<file path="config.mk">
export PLATFORM = sky130hd
export DESIGN_NAME = rx_comma_align_flat
export DESIGN_NICKNAME = d
export VERILOG_FILES = /design/src/rtl/rx_comma_align_if.sv /design/src/rtl/rx_comma_align.sv /design/src/flat_wrapper.sv
export SDC_FILE = /design/constraint.sdc
export NUM_CORES = 1
export LEC_CHECK = 0
export ABC_AREA = 1
export CORE_MARGIN = 3
export CORE_UTILIZATION = 56
export CTS_CLUSTER_SIZE = 10
export DETAILED_ROUTE_END_ITERATION = 8
export PLACE_DENSITY = 0.8
export RECOVER_POWER = 50
export REMOVE_ABC_BUFFERS = 1
export SLEW_MARGIN = 40
export SYNTH_ARGS = -nofsm -noshare
export SYNTH_HDL_FRONTEND = slang
export SYNTH_SLANG_ARGS = --single-unit
</file>
<file path="constraint.sdc">
create_clock -name CRC_CKL -period 1.9 [get_ports CRC_CKL]
set_input_delay 0.285 -clock CRC_CKL [delete_from_list [all_inputs] [get_ports CRC_CKL]]
set_output_delay 0.285 -clock CRC_CKL [all_outputs]
set_load 0.02 [all_outputs]
</file>
<file path="src/rtl/rx_comma_align_if.sv">
// ============================================================================
// Module   : rx_comma_align_if
// Purpose  : Serial-in / aligned-word-out bundle of the receive comma aligner.
// Revision : 1.0 - initial release
// ============================================================================
`default_nettype none

interface rx_comma_align_if;
   logic       data_in;
   logic       RXPOL;
   logic [9:0] data_out;
   logic       data_valid;
   logic       is_comma;
   logic       sync_ok;
   logic       align_err;

   modport master (
      output data_in,
      output RXPOL,
      input  data_out,
      input  data_valid,
      input  is_comma,
      input  sync_ok,
      input  align_err
   );

   modport slave (
      input  data_in,
      input  RXPOL,
      output data_out,
      output data_valid,
      output is_comma,
      output sync_ok,
      output align_err
   );
endinterface

`default_nettype wire

</file>
<file path="src/rtl/rx_comma_align.sv">
// ============================================================================
// Module   : rx_comma_align
// Purpose  : Recovers 10-bit word boundaries from K28.5 commas in an LSB-first
//            serial stream, with a LOSS/CHECK/SYNC link qualification machine.
// Revision : 1.0 - initial release
// ============================================================================
`default_nettype none

module rx_comma_align #(
   parameter int COMMA_CNT = 3,
   parameter int MAX_ERR   = 4
) (
   input  logic            CRC_CKL,
   input  logic            RESET_L,
   rx_comma_align_if.slave link
);

   localparam logic [9:0] C_K28P5_NEG = 10'h17C;
   localparam logic [9:0] C_K28P5_POS = 10'h283;
   localparam logic [3:0] C_COMMA_CNT = 4'(COMMA_CNT);
   localparam logic [3:0] C_MAX_ERR   = 4'(MAX_ERR);
   localparam logic [3:0] C_LAST_BIT  = 4'd9;
   localparam logic [3:0] C_CNT_MAX   = 4'hF;

   typedef enum logic [1:0] {
      ST_LOSS  = 2'd0,
      ST_CHECK = 2'd1,
      ST_SYNC  = 2'd2
   } state_t;

   state_t     r_state;
   state_t     w_state_nxt;
   logic [9:0] r_sr;
   logic [9:0] w_sr_nxt;
   logic [3:0] r_phase;
   logic [3:0] w_phase_nxt;
   logic [3:0] r_good;
   logic [3:0] w_good_nxt;
   logic [3:0] w_good_inc;
   logic [3:0] r_err;
   logic [3:0] w_err_nxt;
   logic [3:0] w_err_inc;
   logic       w_bit;
   logic       w_comma;
   logic       w_aligned;
   logic       w_emit;
   logic       w_align_err;

   assign w_bit      = link.data_in ^ link.RXPOL;
   assign w_sr_nxt   = {w_bit, r_sr[9:1]};
   assign w_comma    = (w_sr_nxt == C_K28P5_NEG) || (w_sr_nxt == C_K28P5_POS);
   assign w_aligned  = (r_phase == C_LAST_BIT);
   assign w_good_inc = (r_good == C_CNT_MAX) ? r_good : r_good + 4'd1;
   assign w_err_inc  = (r_err == C_CNT_MAX) ? r_err : r_err + 4'd1;

   always_comb begin
      w_state_nxt = r_state;
      w_good_nxt  = r_good;
      w_err_nxt   = r_err;
      w_emit      = 1'b0;
      w_align_err = 1'b0;

      case (r_state)
         ST_LOSS: begin
            if (w_comma) begin
               w_emit      = 1'b1;
               w_good_nxt  = 4'd1;
               w_err_nxt   = 4'd0;
               w_state_nxt = (C_COMMA_CNT <= 4'd1) ? ST_SYNC : ST_CHECK;
            end
         end
         ST_CHECK: begin
            if (w_comma) begin
               w_emit = 1'b1;
               if (w_aligned) begin
                  w_good_nxt = w_good_inc;
                  if (w_good_inc >= C_COMMA_CNT) begin
                     w_state_nxt = ST_SYNC;
                     w_err_nxt   = 4'd0;
                  end
               end else begin
                  // Misplaced comma restarts qualification at the new boundary
                  w_good_nxt = 4'd1;
               end
            end else if (w_aligned) begin
               w_emit = 1'b1;
            end
         end
         ST_SYNC: begin
            if (w_aligned) begin
               w_emit = 1'b1;
               if (w_comma) begin
                  w_err_nxt = 4'd0;
               end
            end else if (w_comma) begin
               w_align_err = 1'b1;
               w_err_nxt   = w_err_inc;
               if (w_err_inc >= C_MAX_ERR) begin
                  w_state_nxt = ST_LOSS;
                  w_good_nxt  = 4'd0;
                  w_err_nxt   = 4'd0;
               end
            end
         end
         default: begin
            w_state_nxt = ST_LOSS;
         end
      endcase

      if (w_emit || w_aligned) begin
         w_phase_nxt = 4'd0;
      end else begin
         w_phase_nxt = r_phase + 4'd1;
      end
   end

   always_ff @(posedge CRC_CKL or negedge RESET_L) begin
      if (!RESET_L) begin
         r_state         <= ST_LOSS;
         r_sr            <= 10'd0;
         r_phase         <= 4'd0;
         r_good          <= 4'd0;
         r_err           <= 4'd0;
         link.data_out   <= 10'd0;
         link.data_valid <= 1'b0;
         link.is_comma   <= 1'b0;
         link.sync_ok    <= 1'b0;
         link.align_err  <= 1'b0;
      end else begin
         r_state         <= w_state_nxt;
         r_sr            <= w_sr_nxt;
         r_phase         <= w_phase_nxt;
         r_good          <= w_good_nxt;
         r_err           <= w_err_nxt;
         link.data_valid <= w_emit;
         link.sync_ok    <= (w_state_nxt == ST_SYNC);
         link.align_err  <= w_align_err;
         if (w_emit) begin
            link.data_out <= w_sr_nxt;
            link.is_comma <= w_comma;
         end
      end
   end

endmodule

`default_nettype wire
</file>
<file path="src/flat_wrapper.sv">
// flat-port wrapper written by rule: the top's interface ports become plain ports
module rx_comma_align_flat 
#(
   parameter int COMMA_CNT = 3,
   parameter int MAX_ERR   = 4
)
  (CRC_CKL, RESET_L, link_data_in, link_RXPOL, link_data_out, link_data_valid, link_is_comma, link_sync_ok, link_align_err);
  rx_comma_align_if link_i ();
  input  logic CRC_CKL;
  input  logic RESET_L;
  input wire logic [$bits(link_i.data_in)-1:0] link_data_in;
  input wire logic [$bits(link_i.RXPOL)-1:0] link_RXPOL;
  output wire logic [$bits(link_i.data_out)-1:0] link_data_out;
  output wire logic [$bits(link_i.data_valid)-1:0] link_data_valid;
  output wire logic [$bits(link_i.is_comma)-1:0] link_is_comma;
  output wire logic [$bits(link_i.sync_ok)-1:0] link_sync_ok;
  output wire logic [$bits(link_i.align_err)-1:0] link_align_err;
  assign link_i.data_in = link_data_in;
  assign link_i.RXPOL = link_RXPOL;
  assign link_data_out = link_i.data_out;
  assign link_data_valid = link_i.data_valid;
  assign link_is_comma = link_i.is_comma;
  assign link_sync_ok = link_i.sync_ok;
  assign link_align_err = link_i.align_err;
  rx_comma_align #(.COMMA_CNT(COMMA_CNT), .MAX_ERR(MAX_ERR)) u_core (.CRC_CKL(CRC_CKL), .RESET_L(RESET_L), .link(link_i));
endmodule
</file>
==> key figures, run 1 <==
Timing
  – Rel. slew slack: 41.9%
  – TNS Setup: 0 ps
  – Hold slack: 421 ps
  – F_max: between 0.5 and 0.6 GHz
  – Fin. max-slew vios: 0
  – Post-Route Skew: 18.0 ps
  – Final min period: 1720 ps
  – Slew @ Worst Pin: 872 ps
  – Period utilisation layout: between 90% and 100%
  – Fin. Hold Viols: 0
  – Final Setup Violations: 0

Clock network
  – Root Driver: clkbuf_4
  – Clk Latency, worst-skew pair: 350 ps
  – Clock tree buffer depth: 2
  – CTS tree: done
  – CTS buffer count: 5
  – Postcts setup bufs: 0
  – Clock-pin slew on the worst setup and hold paths: 130 ps
  – H-tree levels: 2
  – # clock sinks: 37

Drt
  – Wire per inst: 11.4 um
  – DR iter-0 viols: 91
  – Post-Route WL: 3550 um
  – Post-route ant nets: 0
  – # DRC: 0
  – Vias: roughly 1500
  – Initial DRT Pass Iterations: 4
  – Vias per cell: 4.93

Setup path
  – Largest stage delay, worst path: 420 ps
  – CP startpoint kind: register
  – Worst path cell trace: inv_1 > ha_1 > nand2_1 > nor2_4 > nand2_1 > a21boi_1 > nand2_1 > nand2_2 > buf_12 > inv_1 > nand2_1 > nand2_1
  – CP required: 2210 ps
  – Worst path most repeated cell: nand2_1
  – Slowest-stage cell, CP: dfrtp_1
  – Crit path capture type: register
  – Critical path class: reg -> reg
  – Critical Path AT: 2030 ps
  – Critical-path maximum fanout: 12

Pwr
  – Clk pwr share: 28.3%
  – Leak: 1.20 nW
  – Post-route total power: 2.44 mW
  – Pwr dens: 1040 nW/um2
  – Cell Int Power: 1.65 mW
  – Sw Pwr: 0.789 mW
  – Max rail drop VDD: 0.000775 V
  – Combinational share of power: 29.8%
  – Switch share: between 30% and 40%
  – Sequential share of power: between 40% and 50%

Synth
  – Post-synth top cells: nand2_1 (69), dfrtp_1 (37), inv_1 (33), nor2_1 (19), nand3_1 (13)
  – Yosys top cell by area: dfrtp_1
  – Distinct cells, synth: 25
  – Register area share after synthesis: around 47%
  – Yosys reg bits: 37
  – Avg Cell Area, Syn: 8.20 um2
  – Number of synthesized flops with an enable pin: 0
  – Share of flip-flops with an asynchronous set or reset: 100%
  – Most numerous cell in the Yosys netlist: nand2_1
  – Post-Synthesis Cells: 238
  – Top_reg_cell synth: dfrtp_1
  – Synth warn: 0
  – Synth area leaders: dfrtp_1 (47%), nand2_1 (13%), inv_1 (6.4%)
  – Post-synth top area share: 47.5%
  – Post-Syn Area: 1950 um2

Floorplanning
  – Row count: 20
  – Initial Utilization: 61.4%
  – Die area: ~4200 um2
  – Die width: 65.0 um
  – CORE AREA: 3180 um2
  – I/O pins: 18
  – Die Y: around 65 um

Min path
  – Hold Path Class: reg -> reg

Global routing
  – Initial antenna violation count: 0
  – Pin count of the biggest net entering global routing: 38
  – Gr usage total: 20.1%
  – First-pass GRT wire length: around 6500 um
  – Vias in the first global route: about 1500
  – Global route overflow: 0

Finish
  – Design area: 2340 um2
  – Area grow syn2layout: 19.9%
  – ANT cells: 0
  – Layout cells sized above 1: 18.7%
  – Fin cells: between 300 and 400
  – Nets: 278

Place
  – HPWL Detailed: 2510 um
  – Gpl congestion: roughly 0.9
  – IO buf count: 17
  – DP Area: about 2200 um2
  – Dpl cells: 303

Flow run
  – Number of max-cap violations: 0

Status
  – Status: completed
==> timing repair <==
item	CTS	global route
hold buffers	0	0
resized for setup	0	3
endpoints found under the setup margin	0	11
==> state kept, by name, indices dropped and copies added, names as in the netlist, 2 cells and up <==
signal,cells
u_core.r_phase,4
u_core.r_state,2
u_core.r_err,4
u_core.r_good,4
u_core.r_sr,9
u_core.link.data_out,10
==> routing by layer <==
layer | GRT usage [%] | share of wire [%] | vias up
li1 | - | - | 793
met2 | 30.8 | 45 | 26
met3 | 5.20 | 3.8 | 5
met5 | 0 | 0 | -
met1 | 27.9 | 50 | 708
met4 | 6.22 | 1.1 | 0
==> cells in the final DEF (no fill, tap or decap) <==
cell type,instances
nor2_2,5
nand4_1,6
or2_2,3
a21oi_1,3
xnor2_1,1
nand2_4,1
nand3_2,1
inv_6,1
nand2_1,68
buf_4,6
inv_2,2
a21oi_2,1
clkdlybuf4s50_1,16
o21ai_1,3
dfrtp_1,37
clkbuf_2,1
nor2_4,2
dlygate4sd3_1,1
o21ai_0,8
xor2_1,1
nand3_1,13
nor2_1,19
a21boi_1,1
ha_1,7
buf_12,2
clkbuf_4,5
nand2_2,7
inv_1,33
ha_2,1
bufinv_16,2
o21ai_2,10
==> kinds of logic after synthesis <==
logic type | count (synthesis) | synth area share, %
AO/OA/AOI/OAI | 26 | 8.92
XOR/XNOR | 2 | 0.898
adder cells (fa/ha/maj) | 8 | 5.13
buffers and inverters | 40 | 8.92
flip-flops | 37 | 47.5
AND/OR/NAND/NOR | 125 | 28.7
==> per-stage QoR <==
stage               util, %  setup slack (ps)
CTS                    73.4               115
detailed placement     70.0             -38.1
finish                 73.6               179
global route           73.6             -8.02
global placement       70.0              13.4
floorplan                 -               260
==> power by group through the flow <==
stage,Combinational (mW),Clock (mW),Sequential (mW)
2_1_floorplan,0.403,0,1.09
3_3_place_gp,0.692,0,1.03
3_5_place_dp,0.708,0,1.03
4_1_cts,0.725,0.699,1.02
5_1_grt,0.825,0.747,1.04
6_report,0.726,0.689,1.02
==> critical path, delay by kind of cell (launching register included) <==
family	cells	cell delay, ps
and+or+nand+nor	7	650
DFF	1	420
buffers and inverters	3	310
adders and majority gates	1	150
AOI/OAI and AO/OA	1	140
==> final cells by class <==
class                      instances  area [um2]
clock inverter                     3        68.8
clock buffer                       5        37.5
tap                               44        55.1
multi-input combinational        161         861
inverter                          35         131
fill                             259         838
timing repair buffer              26         260
sequential                        37         926
==> path summary, 6_finish.rpt <==
check / from / end / slack [ps] / cells past startpoint
max in group asynchronous: RESET_L / u_core.r_good[3] / 790 / 2
worst min-delay path: u_core.r_sr[2] / u_core.r_sr[1] / 420 / 0
worst min register to register: u_core.r_sr[2] / u_core.r_sr[1] / 420 / 0
worst max register to register: u_core.r_phase[1] / u_core.link.data_out[2] / 180 / 12
min in group asynchronous: RESET_L / u_core.r_sr[8] / 550 / 2
worst max-delay path: u_core.r_phase[1] / u_core.link.data_out[2] / 180 / 12
Power figures use the tool's default switching activity.
==> inputs of run 2 (changes only) <==
--- a/config.mk
+++ b/config.mk
@@ -10,6 +10,7 @@
 export CORE_UTILIZATION = 56
 export CTS_CLUSTER_SIZE = 10
 export DETAILED_ROUTE_END_ITERATION = 8
+export GPL_TIMING_DRIVEN = 0
 export PLACE_DENSITY = 0.8
 export RECOVER_POWER = 50
 export REMOVE_ABC_BUFFERS = 1
==> key figures, run 2 (synthesized netlist as in run 1, its figures left out) <==
Setup path
  – Critical-path maximum fanout: 7 (was 12)
  – Worst reg-to-reg setup slack: 160 ps (was 180 ps)
  – Largest stage delay, worst path: 430 ps (was 420 ps)
  – CP required: 2140 ps (was 2210 ps)
  – CP startpoint kind: register (unchanged)
  – Crit path capture type: register (unchanged)
  – Critical path class: reg -> reg (unchanged)
  – Worst Reg-to-Reg Cells: 12 (unchanged)
  – Worst path cell trace: ha_2 > nand3_2 > nand2_1 > nand2_1 > nor2_1 > nor2_1 > nor2_1 > nor2_2 > nor2_4 > nand2_2 > nand2_1 > inv_1 (was inv_1 > ha_1 > nand2_1 > nor2_4 > nand2_1 > a21boi_1 > nand2_1 > nand2_2 > buf_12 > inv_1 > nand2_1 > nand2_1)
  – Slowest-stage cell, CP: dfrtp_1 (unchanged)
  – Critical Path AT: 1980 ps (was 2030 ps)

Floorplanning
  – Die width: 65.0 um (unchanged)
  – I/O pins: 18 (unchanged)
  – Die Y: 65.0 um (unchanged)
  – Row count: 20 (unchanged)
  – CORE AREA: 3180 um2 (unchanged)
  – Die area: 4230 um2 (unchanged)
  – Initial Utilization: 61.4% (unchanged)

Global routing
  – Initial antenna violation count: 0 (unchanged)
  – Global-route track usage on met2: 30.1% (was 30.8%)
  – Met3 Track Usage GR: 5.55% (was 5.20%)
  – Pin count of the biggest net entering global routing: 27 (was 38)
  – Vias in the first global route: 1438 (was 1468)
  – Global route overflow: 0 (unchanged)
  – Gr busiest metal: met2 (unchanged)
  – Met1 Track Usage GR: 23.5% (was 27.9%)
  – First-pass GRT wire length: 6050 um (was 6520 um)
  – Gr usage total: 18.7% (was 20.1%)

Timing
  – Fin. max-slew vios: 0 (unchanged)
  – F_max: 0.573 GHz (was 0.581 GHz)
  – Fin. Hold Viols: 0 (unchanged)
  – Hold slack: 407 ps (was 421 ps)
  – Slew @ Worst Pin: 614 ps (was 872 ps)
  – Post-Route Skew: 12.1 ps (was 18.0 ps)
  – Final min period: 1740 ps (was 1720 ps)
  – Period utilisation layout: 91.8% (was 90.6%)
  – Final Setup Violations: 0 (unchanged)
  – Rel. slew slack: 59.1% (was 41.9%)

Drt
  – DR iter-0 viols: 46 (was 91)
  – Vias per cell: 5.01 (was 4.93)
  – Vias: 1523 (was 1532)
  – Initial DRT Pass Iterations: 4 (unchanged)
  – # DRC: 0 (unchanged)
  – Post-Route WL: 3390 um (was 3550 um)
  – Wire per inst: 11.2 um (was 11.4 um)
  – Post-route ant nets: 0 (unchanged)

Clock network
  – Clock tree buffer depth: 2 (unchanged)
  – Root Driver: clkbuf_4 (unchanged)
  – CTS tree: done (unchanged)
  – CTS buffer count: 5 (unchanged)
  – Clk Latency, worst-skew pair: 340 ps (was 350 ps)
  – Clock-pin slew on the worst setup and hold paths: 120 ps (was 130 ps)
  – H-tree levels: 2 (unchanged)
  – Postcts setup bufs: 0 (unchanged)
  – # clock sinks: 37 (unchanged)

Pwr
  – Switch share: 33.2% (was 32.4%)
  – Max rail drop VDD: 0.000767 V (was 0.000775 V)
  – Pwr dens: 1010 nW/um2 (was 1040 nW/um2)
  – Leak: 1.14 nW (was 1.20 nW)
  – Sequential share of power: 44.7% (was 42.0%)
  – Cell Int Power: 1.53 mW (was 1.65 mW)
  – Combinational share of power: 30.4% (was 29.8%)
  – Sw Pwr: 0.759 mW (was 0.789 mW)
  – Clk pwr share: 24.9% (was 28.3%)

Flow run
  – Number of max-cap violations: 0 (unchanged)

Finish
  – Layout cells sized above 1: 17.3% (was 18.7%)
  – Nets: 271 (was 278)
  – Most frequent cells in the layout: nand2_1 (68), dfrtp_1 (36), inv_1 (33) (was nand2_1 (68), dfrtp_1 (37), inv_1 (33))
  – Area grow syn2layout: 16.0% (was 19.9%)
  – Largest registers: u_core.link.data_out (10), u_core.r_sr (9) (unchanged)
  – Reg with most FFs: u_core.link.data_out (unchanged)
  – ANT cells: 0 (unchanged)
  – Design area: 2260 um2 (was 2340 um2)
  – Max FFs per register: 10 (unchanged)
  – Commonest non-fill, non-tap cell in the layout: nand2_1 (unchanged)

Status
  – Status: completed (unchanged)

Place
  – DP Area: 2150 um2 (was 2230 um2)
  – HPWL Detailed: 2530 um (was 2510 um)
  – IO buf count: 17 (unchanged)
  – Gpl congestion: 0.897 (was 0.904)

Min path
  – Hold depth: 0 (unchanged)
  – Hold Path Class: reg -> reg (unchanged)
## run 2: worst max-delay path, delay by kind of cell, from the launching register on
| family | cells | cell delay, ps |
|---|---|---|
| buffers and inverters | 1 | 40 |
| adder cells (fa/ha/maj) | 1 | 270 |
| flip-flops | 1 | 430 |
| AND/OR/NAND/NOR | 10 | 890 |
## run 2: stage by stage
step	setup TNS [ps]	total power [mW]	worst slack, ps	std cells	utilization [%]
final	0	2.29	156	304	71.2
after global routing	-68.6	2.44	-42.5	304	71.2
after CTS	0	2.30	75.6	304	70.9
after detailed placement	-4350	1.72	-303	295	67.6
after global placement	-11450	1.69	-240	294	67.1
after floorplan	0	1.49	260	233	-
## run 2: final timing paths
kind	startpoint	end
worst max-delay path	u_core.r_good[0]	u_core.r_err[2]
worst min-delay path	u_core.r_sr[8]	u_core.r_sr[7]
worst max register to register	u_core.r_good[0]	u_core.r_err[2]
worst min register to register	u_core.r_sr[8]	u_core.r_sr[7]
max in group asynchronous	RESET_L	u_core.r_good[1]
min in group asynchronous	RESET_L	u_core.r_good[0]
## run 2: layout make-up
class                   count  area, um2
well taps                  44       55.1
clock inverters             2       37.5
inverters                  35        131
multi-input cells         161        881
clock buffers               6       51.3
repair buffers             19        179
fillers                   256        916
flip-flops and latches     37        927
## run 2: power by group through the flow
| stage | combinational, mW | clock, mW | sequential (mW) |
|---|---|---|---|
| final | 0.696 | 0.569 | 1.02 |
| after global routing | 0.786 | 0.612 | 1.05 |
| after CTS | 0.691 | 0.586 | 1.02 |
| after detailed placement | 0.681 | 0 | 1.04 |
| after global placement | 0.665 | 0 | 1.03 |
| after floorplan | 0.403 | 0 | 1.09 |
## run 2: what timing repair did
action,CTS,global route
resized for setup,1,7
pin swaps,0,1
setup endpoints to repair,11,24
hold buffers,1,0
endpoints found under the hold margin,11,0
## run 2: layer usage
metal / share of wire (%) / wire length [um]
met1: 49 / 1650
met2: 46 / 1560
met3: 4.0 / 134
met4: 1.4 / 49
met5: 0 / 0
==> inputs of run 3 (changes only) <==
--- a/config.mk
+++ b/config.mk
@@ -7,11 +7,12 @@
 export LEC_CHECK = 0
 export ABC_AREA = 1
 export CORE_MARGIN = 3
-export CORE_UTILIZATION = 56
+export CORE_UTILIZATION = 64
+export CTS_BUF_LIST = sky130_fd_sc_hd__clkbuf_8
 export CTS_CLUSTER_SIZE = 10
 export DETAILED_ROUTE_END_ITERATION = 8
 export GPL_TIMING_DRIVEN = 0
-export PLACE_DENSITY = 0.8
+export PLACE_DENSITY = 0.9
 export RECOVER_POWER = 50
 export REMOVE_ABC_BUFFERS = 1
 export SLEW_MARGIN = 40
==> constraint.sdc (replaced) <==
create_clock -name CRC_CKL -period 2.1 [get_ports CRC_CKL]
set_input_delay 0.315 -clock CRC_CKL [delete_from_list [all_inputs] [get_ports CRC_CKL]]
set_output_delay 0.315 -clock CRC_CKL [all_outputs]
set_load 0.02 [all_outputs]
==> key figures, run 3 (synthesized netlist as in run 1, its figures left out) <==
Min path
  – Hold EP: u_core.r_sr[1] (was u_core.r_sr[7])
  – Hold Startpoint: u_core.r_sr[2] (was u_core.r_sr[8])
  – Hold depth: 0 (unchanged)
  – Hold Path Class: reg -> reg (unchanged)

Pwr
  – Post-route total power: 2.16 mW (was 2.29 mW)
  – Combinational share of power: 28.8% (was 30.4%)
  – Pwr dens: 960 nW/um2 (was 1010 nW/um2)
  – Sequential share of power: 42.8% (was 44.7%)
  – Max rail drop VDD: 0.000666 V (was 0.000767 V)
  – Leak: 1.15 nW (was 1.14 nW)
  – Clk pwr share: 28.4% (was 24.9%)
  – Sw Pwr: 0.706 mW (was 0.759 mW)
  – Cell Int Power: 1.45 mW (was 1.53 mW)
  – Switch share: 32.8% (was 33.2%)

Drt
  – Post-route ant nets: 0 (unchanged)
  – # DRC: 0 (unchanged)
  – DR iter-0 viols: 70 (was 46)
  – Post-Route WL: 3580 um (was 3390 um)
  – Vias per cell: 5.42 (was 5.01)
  – Vias: 1576 (was 1523)
  – Initial DRT Pass Iterations: 5 (was 4)
  – Wire per inst: 12.3 um (was 11.2 um)

Finish
  – Max FFs per register: 10 (unchanged)
  – Largest registers: u_core.link.data_out (10), u_core.r_sr (9) (unchanged)
  – Nets: 271 (unchanged)
  – Layout cells sized above 1: 15.4% (was 17.3%)
  – ANT cells: 0 (unchanged)
  – Area grow syn2layout: 15.1% (was 16.0%)
  – Reg with most FFs: u_core.link.data_out (unchanged)
  – Most frequent cells in the layout: nand2_1 (69), dfrtp_1 (37), inv_1 (33) (was nand2_1 (68), dfrtp_1 (36), inv_1 (33))
  – Commonest non-fill, non-tap cell in the layout: nand2_1 (unchanged)
  – Fin cells: 291 (was 304)
  – Design area: 2250 um2 (was 2260 um2)

Setup path
  – Worst Reg-to-Reg Cells: 12 (unchanged)
  – Worst r2r dst: u_core.r_err[2] (unchanged)
  – CP required: 2320 ps (was 2140 ps)
  – Critical path class: in -> reg (was reg -> reg)
  – Critical-path maximum fanout: 22 (was 7)
  – R2R Path Start: u_core.r_good[0] (unchanged)
  – CP startpoint kind: primary input (was register)
  – Critical Path AT: 2170 ps (was 1980 ps)
  – Worst reg-to-reg setup slack: 230 ps (was 160 ps)
  – Crit path capture type: register (unchanged)

Place
  – HPWL Detailed: 2490 um (was 2530 um)
  – DP Area: 2140 um2 (was 2150 um2)
  – Dpl ws: -119 ps (was -303 ps)
  – Dpl cells: 282 (was 295)
  – Gpl congestion: 0.918 (was 0.897)
  – IO buf count: 17 (unchanged)

Global routing
  – First-pass GRT wire length: 6020 um (was 6050 um)
  – Global route overflow: 0 (unchanged)
  – Gr usage total: 22.2% (was 18.7%)
  – Pin count of the biggest net entering global routing: 26 (was 27)
  – Vias in the first global route: 1428 (was 1438)
  – Initial antenna violation count: 0 (unchanged)

Timing
  – RSZ-0062 raised after global routing: no
  – Post-Route Skew: 7.95 ps (was 12.1 ps)
  – Fin. max-slew vios: 0 (unchanged)
  – F_max: 0.515 GHz
  – Slew @ Worst Pin: 636 ps (was 614 ps)
  – Final setup margin: 157 ps (was 156 ps)
  – Fin. Hold Viols: 0 (unchanged)
  – Rel. slew slack: 57.6% (was 59.1%)
  – Final min period: between 1500 and 2000 ps
  – Period utilisation layout: 92.5%
  – Final Setup Violations: 0 (unchanged)

Clock network
  – Root Driver: clkbuf_8 (was clkbuf_4)
  – Postcts setup bufs: 0 (unchanged)
  – # clock sinks: 37 (unchanged)
  – CTS buffer count: 5 (unchanged)
  – Clock tree buffer depth: 2 (unchanged)
  – Clock-pin slew on the worst setup and hold paths: 80 ps (was 120 ps)
  – CTS tree: done (unchanged)
  – H-tree levels: 2 (unchanged)
  – Clk Latency, worst-skew pair: 290 ps (was 340 ps)

Status
  – Status: completed (unchanged)

Floorplanning
  – Row count: 19 (was 20)
  – I/O pins: 18 (unchanged)
  – Die width: 61.2 um (was 65.0 um)
  – CORE AREA: 2830 um2 (was 3180 um2)
  – Initial Utilization: 69.0% (was 61.4%)
  – Die area: 3750 um2 (was 4230 um2)
  – Die Y: 61.2 um (was 65.0 um)

Flow run
  – Number of max-cap violations: 0 (unchanged)
==> run 3: cell count changes in the layout (fill, tap and decap cells not counted), sizes merged <==
cell | before | now
clkbuf | 8 | 7
clkinv | 0 | 1
==> run 3: power groups by stage <==
stage                     registers, mW  logic, mW  clock network (mW)
after CTS                         0.923      0.631               0.619
after floorplan                   0.982      0.365                   0
after global placement            0.930      0.594                   0
after global routing              0.944      0.701               0.655
after detailed placement          0.936      0.622                   0
final                             0.923      0.621               0.613
==> run 3: timing repair <==
action	CTS	global route
hold buffers	1	0
endpoints found under the setup margin	0	4
hold endpoints to repair	12	0
resized for setup	0	1
==> run 3: stage by stage <==
| step | hold slack (ps) | utilization, % | setup TNS (ps) |
|---|---|---|---|
| 3_5_place_dp | 230 | 75.6 | -800 |
| 6_report | 411 | 79.4 | 0 |
| 2_1_floorplan | 19.4 | - | 0 |
| 4_1_cts | 412 | 80.1 | 0 |
| 5_1_grt | 434 | 79.4 | 0 |
| 3_3_place_gp | 388 | 74.8 | -2400 |
==> run 3: layout make-up <==
cell class                 count  area, um2
sequential                    37        926
inverter                      35        131
fill                         189        583
clock buffer                   5       68.8
clock inverter                 3       46.3
tap                           31       38.8
multi-input combinational    161        856
timing repair buffer          19        179
==> run 3: layer usage <==
layer | vias up | routed length, um | global-route usage (%)
met2 | 55 | 1740 | 36.1
li1 | 785 | - | -
met3 | 9 | 244 | 7.34
met4 | 0 | 68 | 6.81
met1 | 727 | 1530 | 28.1
met5 | - | 0 | 0
==> run 3: critical path, cell delays in order <==
cell and delay [ps]:
dlygate4sd3_1 580, inv_1 90, nand2_1 70, nand2_2 90
nor2_2 40, nand2_2 80, nand2_4 90, a21boi_1 160
nand2_1 120, nand2_4 240, nand2_1 170, nor2_1 120
==> run 3: how the worst max path moves through the flow <==
stage                            from                 endpoint  slack, ps  depth (start not counted)
floorplan           u_core.r_state[0]  u_core.link.data_out[2]        460                          9
global placement              RESET_L         u_core.r_good[1]        -60                          1
detailed placement         link_RXPOL        u_core.r_phase[1]       -120                         12
CTS                 u_core.r_state[0]        u_core.r_phase[1]        140                          8
global route               link_RXPOL        u_core.r_phase[1]          3                         12
finish                     link_RXPOL        u_core.r_phase[1]        160                         12
